**src/rtl/mc_pkg.sv**
```systemverilog
// Shared definitions for the multi-cycle MIPS sequencer: state encodings,
// opcode/funct values, ALU operation codes, mux select codes and the
// control-vector layout produced by mc_output_decode.
package mc_pkg;

    // FSM state encodings
    localparam logic [3:0] IDLE     = 4'd0;
    localparam logic [3:0] FETCH    = 4'd1;
    localparam logic [3:0] DECODE   = 4'd2;
    localparam logic [3:0] EXEC_R   = 4'd3;
    localparam logic [3:0] WB_R     = 4'd4;
    localparam logic [3:0] EXEC_I   = 4'd5;
    localparam logic [3:0] WB_I     = 4'd6;
    localparam logic [3:0] MEM_ADDR = 4'd7;
    localparam logic [3:0] MEM_RD   = 4'd8;
    localparam logic [3:0] MEM_WR   = 4'd9;
    localparam logic [3:0] WB_MEM   = 4'd10;
    localparam logic [3:0] BRANCH   = 4'd11;
    localparam logic [3:0] JUMP     = 4'd12;
    localparam logic [3:0] JR       = 4'd13;
    localparam logic [3:0] ERROR    = 4'd14;

    // Opcodes (IR[31:26]) and the one funct value the sequencer cares about
    localparam logic [5:0] OP_RTYPE = 6'h00;
    localparam logic [5:0] OP_J     = 6'h02;
    localparam logic [5:0] OP_JAL   = 6'h03;
    localparam logic [5:0] OP_BEQ   = 6'h04;
    localparam logic [5:0] OP_BNE   = 6'h05;
    localparam logic [5:0] OP_ADDI  = 6'h08;
    localparam logic [5:0] OP_ANDI  = 6'h0C;
    localparam logic [5:0] OP_ORI   = 6'h0D;
    localparam logic [5:0] OP_LUI   = 6'h0F;
    localparam logic [5:0] OP_LW    = 6'h23;
    localparam logic [5:0] OP_SW    = 6'h2B;
    localparam logic [5:0] FN_JR    = 6'h08;

    // ALU operation codes
    localparam logic [2:0] ALU_ADD   = 3'b000;
    localparam logic [2:0] ALU_SUB   = 3'b001;
    localparam logic [2:0] ALU_FUNCT = 3'b010;
    localparam logic [2:0] ALU_OR    = 3'b011;
    localparam logic [2:0] ALU_AND   = 3'b100;
    localparam logic [2:0] ALU_LUI   = 3'b101;

    // PC source select
    localparam logic [1:0] PCS_ALU    = 2'd0;
    localparam logic [1:0] PCS_ALUOUT = 2'd1;
    localparam logic [1:0] PCS_JUMP   = 2'd2;
    localparam logic [1:0] PCS_RS     = 2'd3;

    // Register destination select
    localparam logic [1:0] RD_RT = 2'd0;
    localparam logic [1:0] RD_RD = 2'd1;
    localparam logic [1:0] RD_RA = 2'd2;

    // Write-back data select
    localparam logic [1:0] M2R_ALUOUT = 2'd0;
    localparam logic [1:0] M2R_MDR    = 2'd1;
    localparam logic [1:0] M2R_PC     = 2'd2;

    // ALU operand selects
    localparam logic       SRCA_PC   = 1'b0;
    localparam logic       SRCA_RS   = 1'b1;
    localparam logic [1:0] SRCB_RT   = 2'd0;
    localparam logic [1:0] SRCB_FOUR = 2'd1;
    localparam logic [1:0] SRCB_IMM  = 2'd2;
    localparam logic [1:0] SRCB_BOFF = 2'd3;

    // Error codes
    localparam logic [1:0] ERR_NONE    = 2'd0;
    localparam logic [1:0] ERR_ILLEGAL = 2'd1;
    localparam logic [1:0] ERR_TIMEOUT = 2'd2;

    // Full datapath control vector
    typedef struct packed {
        logic       mem_req;
        logic       mem_we;
        logic       i_or_d;
        logic       ir_write;
        logic       pc_write;
        logic       pc_write_eq;
        logic       pc_write_ne;
        logic [1:0] pc_source;
        logic       reg_write;
        logic [1:0] reg_dst;
        logic [1:0] mem_to_reg;
        logic       alu_src_a;
        logic [1:0] alu_src_b;
        logic [2:0] alu_op;
    } ctrl_t;

    // States that own the memory port and therefore wait on mem_ready
    function automatic logic is_mem_state(input logic [3:0] s);
        return (s == FETCH) || (s == MEM_RD) || (s == MEM_WR);
    endfunction

    // Instruction class selected in DECODE; unknown encodings map to ERROR
    function automatic logic [3:0] decode_target(input logic [5:0] op, input logic [5:0] fn);
        logic [3:0] tgt;
        case (op)
            OP_RTYPE:                        tgt = (fn == FN_JR) ? JR : EXEC_R;
            OP_ADDI, OP_ORI, OP_ANDI, OP_LUI: tgt = EXEC_I;
            OP_LW, OP_SW:                    tgt = MEM_ADDR;
            OP_BEQ, OP_BNE:                  tgt = BRANCH;
            OP_J, OP_JAL:                    tgt = JUMP;
            default:                         tgt = ERROR;
        endcase
        return tgt;
    endfunction

endpackage

```
**src/rtl/mc_output_decode.sv**
```systemverilog
// Combinational control decode for the multi-cycle sequencer.
// Every control is a pure function of the state register (plus the latched
// opcode where one state serves several instructions); only the FETCH-cycle
// IR/PC loads are additionally qualified by mem_ready.
module mc_output_decode
    import mc_pkg::*;
(
    input  logic [3:0] state,
    input  logic [5:0] opcode,
    input  logic       mem_ready,
    output ctrl_t      ctrl
);

    // Map the current state to the datapath control vector
    always_comb begin
        ctrl = '0;
        case (state)
            FETCH: begin
                ctrl.mem_req   = 1'b1;
                ctrl.i_or_d    = 1'b0;
                ctrl.alu_src_a = SRCA_PC;
                ctrl.alu_src_b = SRCB_FOUR;
                ctrl.alu_op    = ALU_ADD;
                ctrl.pc_source = PCS_ALU;
                // IR and PC+4 are only committed once the word is delivered
                ctrl.ir_write  = mem_ready;
                ctrl.pc_write  = mem_ready;
            end
            DECODE: begin
                // Speculatively compute the branch target into ALUOut
                ctrl.alu_src_a = SRCA_PC;
                ctrl.alu_src_b = SRCB_BOFF;
                ctrl.alu_op    = ALU_ADD;
            end
            EXEC_R: begin
                ctrl.alu_src_a = SRCA_RS;
                ctrl.alu_src_b = SRCB_RT;
                ctrl.alu_op    = ALU_FUNCT;
            end
            WB_R: begin
                ctrl.reg_write  = 1'b1;
                ctrl.reg_dst    = RD_RD;
                ctrl.mem_to_reg = M2R_ALUOUT;
            end
            EXEC_I: begin
                ctrl.alu_src_a = SRCA_RS;
                ctrl.alu_src_b = SRCB_IMM;
                case (opcode)
                    OP_ORI:  ctrl.alu_op = ALU_OR;
                    OP_ANDI: ctrl.alu_op = ALU_AND;
                    OP_LUI:  ctrl.alu_op = ALU_LUI;
                    default: ctrl.alu_op = ALU_ADD;
                endcase
            end
            WB_I: begin
                ctrl.reg_write  = 1'b1;
                ctrl.reg_dst    = RD_RT;
                ctrl.mem_to_reg = M2R_ALUOUT;
            end
            MEM_ADDR: begin
                ctrl.alu_src_a = SRCA_RS;
                ctrl.alu_src_b = SRCB_IMM;
                ctrl.alu_op    = ALU_ADD;
            end
            MEM_RD: begin
                ctrl.mem_req = 1'b1;
                ctrl.i_or_d  = 1'b1;
            end
            MEM_WR: begin
                ctrl.mem_req = 1'b1;
                ctrl.mem_we  = 1'b1;
                ctrl.i_or_d  = 1'b1;
            end
            WB_MEM: begin
                ctrl.reg_write  = 1'b1;
                ctrl.reg_dst    = RD_RT;
                ctrl.mem_to_reg = M2R_MDR;
            end
            BRANCH: begin
                // Compare rs-rt; the datapath gates the PC load with zero
                ctrl.alu_src_a   = SRCA_RS;
                ctrl.alu_src_b   = SRCB_RT;
                ctrl.alu_op      = ALU_SUB;
                ctrl.pc_source   = PCS_ALUOUT;
                ctrl.pc_write_eq = (opcode == OP_BEQ);
                ctrl.pc_write_ne = (opcode == OP_BNE);
            end
            JUMP: begin
                ctrl.pc_write  = 1'b1;
                ctrl.pc_source = PCS_JUMP;
                if (opcode == OP_JAL) begin
                    ctrl.reg_write  = 1'b1;
                    ctrl.reg_dst    = RD_RA;
                    ctrl.mem_to_reg = M2R_PC;
                end
            end
            JR: begin
                ctrl.pc_write  = 1'b1;
                ctrl.pc_source = PCS_RS;
            end
            default: ctrl = '0;
        endcase
    end

endmodule

```
**src/rtl/multicycle_control.sv**
```systemverilog
// Multi-cycle MIPS sequencer top. Holds the state register, the memory
// wait-state counter, the sticky error code and the retired-instruction
// counter; control outputs come from mc_output_decode.
// Optional build macro PERF_COUNT_EN adds live cycle/stall counters; without
// it cycle_count and stall_count are constant zero.
module multicycle_control
    import mc_pkg::*;
#(
    parameter int WAIT_LIMIT = 15,
    parameter int CNT_W      = 32
) (
    input  logic             clk,
    input  logic             reset,
    input  logic             run,
    input  logic [5:0]       opcode,
    input  logic [5:0]       funct,
    input  logic             zero,
    input  logic             mem_ready,
    output logic             mem_req,
    output logic             mem_we,
    output logic             i_or_d,
    output logic             ir_write,
    output logic             pc_write,
    output logic             pc_write_eq,
    output logic             pc_write_ne,
    output logic [1:0]       pc_source,
    output logic             reg_write,
    output logic [1:0]       reg_dst,
    output logic [1:0]       mem_to_reg,
    output logic             alu_src_a,
    output logic [1:0]       alu_src_b,
    output logic [2:0]       alu_op,
    output logic [3:0]       state_out,
    output logic             error,
    output logic [1:0]       err_code,
    output logic [CNT_W-1:0] instr_count,
    output logic [CNT_W-1:0] cycle_count,
    output logic [CNT_W-1:0] stall_count
);

    localparam logic [7:0]       WAIT_LAST = 8'(WAIT_LIMIT - 1);
    localparam logic [CNT_W-1:0] CNT_ONE   = {{(CNT_W-1){1'b0}}, 1'b1};

    logic [3:0] state;
    logic [3:0] state_nxt;
    logic [7:0] wait_cnt;
    logic [7:0] wait_cnt_nxt;
    logic [1:0] err_code_nxt;
    logic       done;
    logic       stalled;
    logic       timeout;
    ctrl_t      ctrl;

    // The branch decision is applied in the datapath through pc_write_eq/ne,
    // so the sequencer itself never needs the zero flag.
    logic unused_zero;
    assign unused_zero = zero;

    // A memory state with no completion this cycle; the final permitted wait
    // cycle turns into a timeout unless mem_ready arrives in it.
    assign stalled = is_mem_state(state) && !mem_ready;
    assign timeout = stalled && (wait_cnt == WAIT_LAST);

    // Next-state selection, instruction retirement and error classification
    always_comb begin
        state_nxt    = state;
        err_code_nxt = err_code;
        done         = 1'b0;
        case (state)
            IDLE:     if (run) state_nxt = FETCH;
            FETCH:    if (mem_ready) state_nxt = DECODE;
            DECODE: begin
                state_nxt = decode_target(opcode, funct);
                if (state_nxt == ERROR) err_code_nxt = ERR_ILLEGAL;
            end
            EXEC_R:   state_nxt = WB_R;
            EXEC_I:   state_nxt = WB_I;
            MEM_ADDR: state_nxt = (opcode == OP_LW) ? MEM_RD : MEM_WR;
            MEM_RD:   if (mem_ready) state_nxt = WB_MEM;
            MEM_WR:   if (mem_ready) done = 1'b1;
            WB_R, WB_I, WB_MEM, BRANCH, JUMP, JR: done = 1'b1;
            ERROR:    state_nxt = ERROR;
            default:  state_nxt = IDLE;
        endcase
        // Instruction boundary: halt here if run has been dropped
        if (done) state_nxt = run ? FETCH : IDLE;
        if (timeout) begin
            state_nxt    = ERROR;
            err_code_nxt = ERR_TIMEOUT;
        end
    end

    // Wait counter runs only across consecutive stalled cycles of one state
    assign wait_cnt_nxt = (stalled && !timeout) ? (wait_cnt + 8'd1) : 8'd0;

    // State register and wait counter
    always_ff @(posedge clk or posedge reset) begin
        if (reset) begin
            state    <= IDLE;
            wait_cnt <= 8'd0;
        end else begin
            state    <= state_nxt;
            wait_cnt <= wait_cnt_nxt;
        end
    end

    // Error code latches on entry to ERROR and holds until reset
    always_ff @(posedge clk or posedge reset) begin
        if (reset) err_code <= ERR_NONE;
        else       err_code <= err_code_nxt;
    end

    // Retired-instruction counter, wraps naturally
    always_ff @(posedge clk or posedge reset) begin
        if (reset)     instr_count <= '0;
        else if (done) instr_count <= instr_count + CNT_ONE;
    end

`ifdef PERF_COUNT_EN
    // Active-cycle counter: everything except IDLE and ERROR
    always_ff @(posedge clk or posedge reset) begin
        if (reset)                               cycle_count <= '0;
        else if (state != IDLE && state != ERROR) cycle_count <= cycle_count + CNT_ONE;
    end

    // Memory stall counter: memory-state cycles without mem_ready
    always_ff @(posedge clk or posedge reset) begin
        if (reset)        stall_count <= '0;
        else if (stalled) stall_count <= stall_count + CNT_ONE;
    end
`else
    assign cycle_count = '0;
    assign stall_count = '0;
`endif

    mc_output_decode u_decode (
        .state     (state),
        .opcode    (opcode),
        .mem_ready (mem_ready),
        .ctrl      (ctrl)
    );

    assign mem_req     = ctrl.mem_req;
    assign mem_we      = ctrl.mem_we;
    assign i_or_d      = ctrl.i_or_d;
    assign ir_write    = ctrl.ir_write;
    assign pc_write    = ctrl.pc_write;
    assign pc_write_eq = ctrl.pc_write_eq;
    assign pc_write_ne = ctrl.pc_write_ne;
    assign pc_source   = ctrl.pc_source;
    assign reg_write   = ctrl.reg_write;
    assign reg_dst     = ctrl.reg_dst;
    assign mem_to_reg  = ctrl.mem_to_reg;
    assign alu_src_a   = ctrl.alu_src_a;
    assign alu_src_b   = ctrl.alu_src_b;
    assign alu_op      = ctrl.alu_op;
    assign state_out   = state;
    assign error       = (state == ERROR);

endmodule

```
**config.mk**
```make
export PLATFORM = sky130hd
export DESIGN_NAME = multicycle_control
export DESIGN_NICKNAME = d
export VERILOG_FILES = /design/src/rtl/mc_pkg.sv /design/src/rtl/mc_output_decode.sv /design/src/rtl/multicycle_control.sv
export SDC_FILE = /design/constraint.sdc
export NUM_CORES = 1
export LEC_CHECK = 0
export CAP_MARGIN = 10
export CORE_MARGIN = 1.5
export CORE_UTILIZATION = 46
export CTS_BUF_LIST = sky130_fd_sc_hd__clkbuf_16
export DETAILED_ROUTE_END_ITERATION = 8
export PLACE_DENSITY_LB_ADDON = 0.15
export SLEW_MARGIN = 25
export SYNTH_ARGS = -nofsm -noshare
export SYNTH_HDL_FRONTEND = slang
export SYNTH_SLANG_ARGS = --single-unit
```
**constraint.sdc**
```tcl
create_clock -name clk -period 2.95 [get_ports clk]
set_clock_uncertainty 0.2 [all_clocks]
set_input_delay 0.59 -clock clk [delete_from_list [all_inputs] [get_ports clk]]
set_output_delay 0.59 -clock clk [all_outputs]
set_load 0.03 [all_outputs]
```
# Word level (Yosys, flattened, before mapping)
# Cells that the tools add are included.
[op_classes] n_reduce_logical=22 n_mux=28 eq_ne=31 n_bitwise=0 multipliers=0 add_sub_neg=2 shift=0 div_mod_pow=0 order_cmp=0
[ops] op="case mux 4 bit (9 select lines)" n=1
[ops] op="case mux 6 bit (6 select lines)" n=1
[ops] op="adder 32 x 1 -> 32 bit, second input constant" n=1
[ops] op="equality test 4 bit, second input constant" n=8
[ops] op="equality test 6 x 4 -> 1 bit, second input constant" n=5
[ops] op="two-way mux 4 bit" n=7
[ops] op="case mux 4 bit (5 select lines)" n=1
[ops] op="case mux 5 bit (4 select lines)" n=1
[ops] op="equality test 4 x 3 -> 1 bit, second input constant" n=4
[ops] op="equality test 6 x 2 -> 1 bit, second input constant" n=2
[ops] op="equality test 6 x 3 -> 1 bit, second input constant" n=2
[ops] op="equality test 6 bit, second input constant" n=2
[ops] op="!= test 4 bit, second input constant" n=3
[ops] op="OR reduction 2 bit" n=5
[ops] op="case mux 3 bit (3 select lines)" n=1
[ops] op="adder 8 x 1 -> 8 bit, second input constant" n=1
[ops] op="equality test 4 x 2 -> 1 bit, second input constant" n=2
[ops] op="equality test 8 x 4 -> 1 bit, second input constant" n=1
[ops] op="two-way mux 2 bit" n=4
[ops] op="two-way mux 8 bit" n=1
[ops] op="two-way mux 1 bit" n=7
[ops] op="OR reduction 7 bit" n=1
[ops] op="zero test 6 bit" n=1
[ops] op="case mux 2 bit (3 select lines)" n=1
[ops] op="14 further kinds" n=20
[totals] rom_bits=0 reg_bits=46 memories=0 ram_bits=0 inputBits=17 latchBits=0

# Logic depth before layout (Yosys ltp)
# Gate-level depths: netlist of run 1.
[depth] depth_word=8 ltp_mapped=7 ltp_nobuf=7

# By module
# From an unflattened synthesis of run 1, not the netlist that was laid out.
[unflattened] cells_unflattened=348 hier_area_um2=3204.3
[modules_own_cells] module="multicycle_control" area_each_um2=2899.0 cells_each=297 instances=1 seq_area_each_um2=1151.1
[modules_own_cells] module="mc_output_decode" area_each_um2=305.3 cells_each=51 instances=1 seq_area_each_um2=0.0

# Least setup slack after synthesis of run 1
# OpenSTA, ideal clock, no wires.
[synth_path] path_type="register to output" startpoint="register state[1], in the netlist state_out[1]" endpoint="output port reg_dst[1]" required_time_ns=2.160 arrival_ns=2.232 path_buffers=2 path_slack_ns=-0.072 path_stages_with_launch=6 path_cell_list="dfrtp_1 -> clkbuf_1 -> nor2b_1 -> nand2_1 -> nor3_1 -> buf_4"
[synth_via] elab_chain_len=2
[synth_rtl] item="start: declaration" line_no="multicycle_control.sv:44" text="logic [3:0] state;"
[synth_rtl] item="start signal: assignment" line_no="multicycle_control.sv:102" text="state <= state_nxt;"
[synth_rtl] item="equality test 4 bit / equality test 4 x 3 -> 1 bit (equally long branches)" line_no="mc_output_decode.sv:17" text="case (state)"
[synth_rtl] item="case mux 5 bit (4 select lines) (*)" line_no="mc_output_decode.sv:17"
[synth_rtl] item="end: declaration" line_no="multicycle_control.sv:28" text="output logic [1:0] reg_dst,"
# Mark *: on every way between the ends. The rest lies on a longest branch, timed or not.

# Worst setup path in the final report of run 1
[layout_path] startpoint="register state[3], in the netlist state_out[3]" endpoint="output port error"
[layout_via] elab_chain_len=1
[layout_rtl] item="equality test 4 bit" line_no="multicycle_control.sv:158" text="assign error = (state == ERROR);"
[layout_rtl] item="end: declaration" line_no="multicycle_control.sv:34" text="output logic error,"
# No other way between the ends.

==> run_results.csv, run 1 <==
group,metric,value,unit
cells_and_area,multi_input_area,0.00166,mm2
timing,hold_viol,0,
die,die_w,85.9,um
timing,setup_violations,0,
synthesis,synth_top_area_share,0.364,
power_and_ir_drop,peakVddDrop,0.620,mV
clock_network,tritoncts,"done",
synthesis,syn_area,0.00316,mm2
synthesis,yosys.area.top_type,"dfrtp_1",
timing,fin_setup_tns,0,ns
synthesis,synthCells,353,
cells_and_area,nNetsFinal,455,
timing,worst_pin_slew,0.776,ns
global_route,grt_usage,0.169,
status,status,"completed",
global_route,first_global_vias,2242,
worst_setup_path,worstSetupStartpointType,"flip-flop",
detailed_routing,drc,0,
timing,final_max_slew_viol_count,0,
detailed_routing,vias,2517,
power_and_ir_drop,switching_share,0.416,
power_and_ir_drop,leakagePower,1.82,nW
worst_setup_path,cp_slowest_cell,"clkdlybuf4s50_1",
cells_and_area,final_cell_area,0.00396,mm2
global_route,globalRouteOverflowTotal,0,
worst_setup_path,ff2ff_setup_slack,0.55,ns
worst_setup_path,path_cells,"nand2b_1, nor2_1, clkdlybuf4s50_1",
clock_network,htree_levels,2,
cells_and_area,fillers,607,
power_and_ir_drop,p_seq_frac,0.298,
timing,maxSlewHeadroom,0.482,
power_and_ir_drop,p_sw,0.00115,W
hold_path,holdCritPathClass,"reg -> reg",
detailed_routing,drtIter0Drc,58,
timing,fmax,0.356,GHz
clock_network,cts_buffers,5,
clock_network,clk_pin_slew,0.06,ns
synthesis,yosysUniqueCellTypes,53,
synthesis,ys_seq_elements,46,
die,design.core.area,0.00672,mm2
synthesis,yosysSeqAreaShare,0.364,
clock_network,numClockSinks,46,
global_route,grt_max_degree,39,
die,num_rows,30,
cells_and_area,antenna_cells,0,
synthesis,yosysWarnings,0,
timing,timing.final.crit_share,0.951,
timing,layout_setup_ws,0.145,ns
synthesis,post_synth.cell_area_avg,8.95,um2
detailed_routing,wl,6.30,mm
clock_network,clockBufferDepth,2,
detailed_routing,routedWlPerCell,12.2,um
cells_and_area,drive_above_1_share,0.108,
global_route,antenna_found_initial,0,
power_and_ir_drop,internal_power,0.00161,W
die,pin_count,140,
synthesis,synth.area.top_cells,"dfrtp_1, buf_4, xnor2_1",
worst_setup_path,worstPathArrival,2.02,ns
worst_setup_path,critical_path_class,"reg -> out",
placed_design,hpwl,4.79,mm
placed_design,io_buffers,74,
clock_network,cts_setup_buffers,0,
clock_network,clkLatencyLatePin,0.27,ns
global_route,grt_pass1_wl,10.3,mm
power_and_ir_drop,combPwrFrac,0.477,
power_and_ir_drop,pwr-share-clk,0.224,
clock_network,ctsHoldBuffers,0,
power_and_ir_drop,power_density,695,mW/mm2
cells_and_area,syn2layout_area_growth,25.4,%
timing,grt_setup_unrepaired,"no",
worst_setup_path,end_kind,"primary output",
worst_setup_path,required,2.16,ns
placed_design,placed_cell_area,0.00378,mm2
detailed_routing,ant_nets,0,
detailed_routing,drt-pass1-iter-count,4,
placed_design,place.gp.congestion,0.836,
worst_setup_path,crit_fanout,16,
clock_network,cts-root-buf,"clkbuf_16",
timing,period_minus_slack,2.81,ns
run,cap_violations,0,
die,die_y,85.9,um
cells_and_area,register_area,0.00115,mm2
detailed_routing,via_per_inst,4.88,
worst_setup_path,slowest_delay,0.71,ns
die,start_util,0.470,
placed_design,pre_cts_slack,0.107,ns
die,dieArea,0.00737,mm2
-- metrics by stage --
step                      hold slack [ns]   util  power [W]  instances
after floorplan                     0.275      -    0.00176        416
after global placement              0.264  0.563    0.00213        508
after detailed placement            0.272  0.563    0.00214        508
after CTS                           0.283  0.588    0.00277        516
after global routing                0.298  0.590    0.00291        516
final                               0.275  0.590    0.00276        516
-- routing by layer --
metal  routed length [um]  global-route usage  up-vias
met5                    0                   0        -
li1                     -                   -     1230
met1                 2860               0.227     1195
met2                 3030               0.281       88
met4                   54              0.0440        0
met3                  362              0.0318        4
-- cells in the mapped netlist (all sizes together) --
cell type,number
xor2,10
nor4b,3
and4,5
nand3,14
nand2b,5
o211ai,3
or2,1
o21ai,6
nor3,11
mux2,1
conb,1
a311oi,1
nor2,35
a21oi,10
a31oi,3
nor2b,3
and2b,1
or4,2
ha,3
nand2,24
nor3b,4
o221ai,1
o41ai,1
a211o,1
clkbuf,5
a21boi,1
o22ai,1
o31ai,1
and3b,2
and3,7
buf,74
nand4,7
a32oi,1
o21a,1
dfrtp,46
a21o,2
xnor2,29
nor4,4
or3,3
and2,6
a21bo,1
inv,9
mux2i,1
nand4b,1
a211oi,2
-- critical path: cells and delay by family (launching register included) --
kind,cells,cell delay (ns)
simple gates,2,0.40
buf+inv,1,0.71
flops,1,0.64
-- worst paths after layout --
kind	depth (start not counted)	endpoint	start
worst max register to register	6	instr_count[31]$_DFFE_PP0P_	state_out[3]$_DFFE_PP0P_
min in group asynchronous	2	instr_count[19]$_DFFE_PP0P_	reset
worst min register to register	1	instr_count[31]$_DFFE_PP0P_	instr_count[31]$_DFFE_PP0P_
worst min-delay path	1	instr_count[31]$_DFFE_PP0P_	instr_count[31]$_DFFE_PP0P_
worst max-delay path	3	error	state_out[3]$_DFFE_PP0P_
max in group asynchronous	3	wait_cnt[2]$_DFF_PP0_	reset
-- layout make-up --
| type | count | area share |
|---|---|---|
| tap | 80 | 0.0253 |
| inverter | 9 | 0.00853 |
| multi-input combinational | 282 | 0.418 |
| timing repair buffer | 91 | 0.215 |
| clock buffer | 5 | 0.0316 |
| clock inverter | 3 | 0.0104 |
| sequential | 46 | 0.291 |
-- power groups by stage --
stage          Clock (W)  Sequential [W]  Combinational, W
5_1_grt         0.000659        0.000841           0.00142
3_5_place_dp           0        0.000833           0.00131
4_1_cts         0.000630        0.000820           0.00132
3_3_place_gp           0        0.000829           0.00130
6_report        0.000618        0.000822           0.00132
2_1_floorplan          0        0.000907          0.000857
-- sequential cells by signal, indices dropped and copies added, names as in the netlist --
| signal | flops |
|---|---|
| err_code | 2 |
| instr_count | 32 |
| state_out | 4 |
| wait_cnt | 8 |
-- layout by cell type, fill, tap and decap left out, drive strengths merged, types with 2 or more instances in the layout --
cell            n
o211ai          3
or4             2
ha              3
nand3          14
and3b           2
a21o            2
buf            25
nor2           35
nor4b           3
nand2b          5
clkdlybuf4s50  64
nor3           11
clkbuf          5
and2            6
xor2           10
nand4           7
nor4            4
and3            7
a211oi          2
inv            10
conb           64
or3             3
nor2b           3
a21oi          10
dfrtp          46
nand2          24
and4            5
a31oi           3
nor3b           4
dlymetal6s2s    2
o21ai           6
xnor2          29
-- cells by family (layout without fill, tap and decap cells) --
group | after synthesis | count (layout) | synth area share
XOR/XNOR | 39 | 39 | 0.108
multiplexers | 2 | 2 | 0.00673
buffers and inverters | 88 | 108 | 0.190
adder cells (fa/ha/maj) | 3 | 3 | 0.0119
flip-flops | 46 | 46 | 0.364
other | 1 | 64 | 0.00119
AND/OR/NAND/NOR | 138 | 138 | 0.238
AO/OA/AOI/OAI | 36 | 36 | 0.0792
-- timing repair --
item | 4_1_cts | 5_1_grt
endpoints found under the setup margin | 0 | 7
endpoints found under the hold margin | 0 | 0
resized for setup | 0 | 5
Note: power is estimated with default switching activity, not from simulation.
==> inputs of run 2 (changes only) <==
CORE_MARGIN = not set   (was 1.5)
==> run 2 against run 1 <==
Compared with the run above: the flow now finishes with violations (DRC); largest power group unchanged; clock-buffer cell count did not move; hold slack gained 0.0087 ns; combinational power hardly changed; sequential power is 2% higher; via count decreased by 0.48%; first-iteration DRC count is 48% higher; critical path depth grew 1; non-clock buffer count up 1.
==> run_results.csv, run 2 (same netlist as run 1, synthesis figures left out) <==
group,metric,value,unit
status,status,"finished with violations",
clock_network,clk_pin_slew,0.06,ns
die,num_rows,29,
die,pin_count,140,
hold_path,worstHoldStart,"instr_count[31]$_DFFE_PP0P_",
die,design.core.area,0.00649,mm2
global_route,first_global_vias,2266,
cells_and_area,nNetsFinal,456,
timing,maxSlewHeadroom,0.574,
power_and_ir_drop,power_density,701,mW/mm2
die,dieArea,0.00720,mm2
worst_setup_path,worstSetupStartpointType,"flip-flop",
cells_and_area,multi_input_area,0.00166,mm2
detailed_routing,routedWlPerCell,12.4,um
cells_and_area,final_cell_mix,"conb_1, clkdlybuf4s50_1, dfrtp_1, nor2_1, xnor2_1",
worst_setup_path,ff2ff_setup_slack,0.49,ns
cells_and_area,fin_util,0.612,
hold_path,min_to,"instr_count[31]$_DFFE_PP0P_",
worst_setup_path,critPathTopFamily,"buffers and inverters",
cells_and_area,drive_above_1_share,0.114,
power_and_ir_drop,leakagePower,1.83,nW
cells_and_area,register_area,0.00115,mm2
worst_setup_path,slowest_delay,0.70,ns
placed_design,place.gp.congestion,0.870,
die,die_w,84.9,um
worst_setup_path,worstRegToRegCells,6,
global_route,grt_pass1_wl,10.6,mm
detailed_routing,drc,8,
clock_network,tritoncts,"done",
timing,period_minus_slack,2.86,ns
detailed_routing,ant_nets,0,
worst_setup_path,path_cells,"buf_4, nand2b_1, a21boi_0, clkdlybuf4s50_1",
worst_setup_path,cp_slowest_cell,"clkdlybuf4s50_1",
placed_design,placed_cell_area,0.00379,mm2
timing,holdWs,0.283,ns
detailed_routing,drt-pass1-iter-count,7,
clock_network,cts-root-buf,"clkbuf_16",
placed_design,hpwl,4.69,mm
cells_and_area,largest_reg_flops,32,
global_route,grt_max_degree,26,
cells_and_area,final_cell_area,0.00398,mm2
run,cap_violations,0,
clock_network,clockBufferDepth,2,
global_route,grt_usage,0.183,
status,violations,"DRC",
cells_and_area,regMostFlops,"instr_count",
detailed_routing,via_per_inst,4.87,
die,start_util,0.486,
hold_path,holdCritPathClass,"reg -> reg",
placed_design,io_buffers,74,
worst_setup_path,crit_fanout,9,
detailed_routing,drtIter0Drc,86,
hold_path,holdPathStages,1,
global_route,globalRouteOverflowTotal,0,
timing,setup_violations,0,
worst_setup_path,worstPathArrival,2.07,ns
cells_and_area,syn2layout_area_growth,25.9,%
placed_design,placed_cells,505,
worst_setup_path,required,2.16,ns
worst_setup_path,regToRegEndpoint,"instr_count[20]$_DFFE_PP0P_",
timing,hold_viol,0,
die,die_y,84.9,um
clock_network,numClockSinks,46,
cells_and_area,instances_no_fill,514,
cells_and_area,fillers,569,
clock_network,htree_levels,2,
timing,final_max_slew_viol_count,0,
cells_and_area,antenna_cells,0,
detailed_routing,wl,6.37,mm
global_route,antenna_found_initial,0,
timing,fin_setup_tns,0,ns
worst_setup_path,end_kind,"primary output",
detailed_routing,vias,2505,
power_and_ir_drop,peakVddDrop,0.416,mV
timing,grt_setup_unrepaired,"no",
worst_setup_path,critical_path_class,"reg -> out",
clock_network,clkLatencyLatePin,0.28,ns
worst_setup_path,path_depth,4,
timing,fmax,0.349,GHz
worst_setup_path,timing.rr.start,"state_out[0]$_DFFE_PP0P_",
clock_network,cts_buffers,5,
timing,timing.final.crit_share,0.970,
timing,worst_pin_slew,0.636,ns
worst_setup_path,critPathBufInv,2,
[run 2: repair_timing]
item / in CTS / in global routing
setup endpoints to repair: 1 / 6
resized for setup: 1 / 4
pin swaps: 0 / 1
setup buffers: 0 / 1
hold buffers: 0 / 0
[run 2: power breakdown]
group | total, W | internal, W | switching [W]
Combinational | 0.00132 | 0.000516 | 0.000803
Sequential | 0.000835 | 0.000704 | 0.000131
Clock | 0.000633 | 0.000401 | 0.000232
[run 2: final cells by class]
class / count / area share
Timing Repair Buffer: 92 / 0.218
Tap cell: 77 / 0.0242
Inverter: 9 / 0.00850
Clock buffer: 5 / 0.0315
Clock inverter: 3 / 0.0110
Multi-Input combinational cell: 282 / 0.417
Sequential cell: 46 / 0.290
[run 2: metal layers]
metal  vias up  part of all wire  track usage
met1      1176              0.47        0.245
li1       1230                 -            -
met5         -                 0            0
met4         0            0.0086       0.0462
met3         7             0.049       0.0457
met2        92              0.47        0.298
[run 2: how the worst max path moves through the flow]
stage | startpoint | to | slack (ns)
after floorplan | state_out[1]$_DFFE_PP0P_ | alu_op[2] | 0.03
after detailed placement | opcode[4] | reg_write | 0.10
after global routing | state_out[2]$_DFFE_PP0P_ | alu_src_a | 0.006
after CTS | state_out[2]$_DFFE_PP0P_ | pc_source[0] | 0.03
final | state_out[2]$_DFFE_PP0P_ | alu_src_a | 0.09
after global placement | opcode[4] | reg_write | 0.12
[run 2: metrics by stage]
stage	power (W)	worst slack (ns)
5_1_grt	0.00295	0.00554
2_1_floorplan	0.00176	0.0276
3_5_place_dp	0.00216	0.100
6_report	0.00279	0.0880
4_1_cts	0.00280	0.0259
3_3_place_gp	0.00215	0.116
[run 2: worst register-to-register path: cells and delay by family, from the launching register on]
family / cells / cell delay [ns]
buf+inv: 1 / 0.24
flops: 1 / 0.66
compound gates: 2 / 0.31
simple gates: 2 / 0.79
xor+xnor: 1 / 0.16
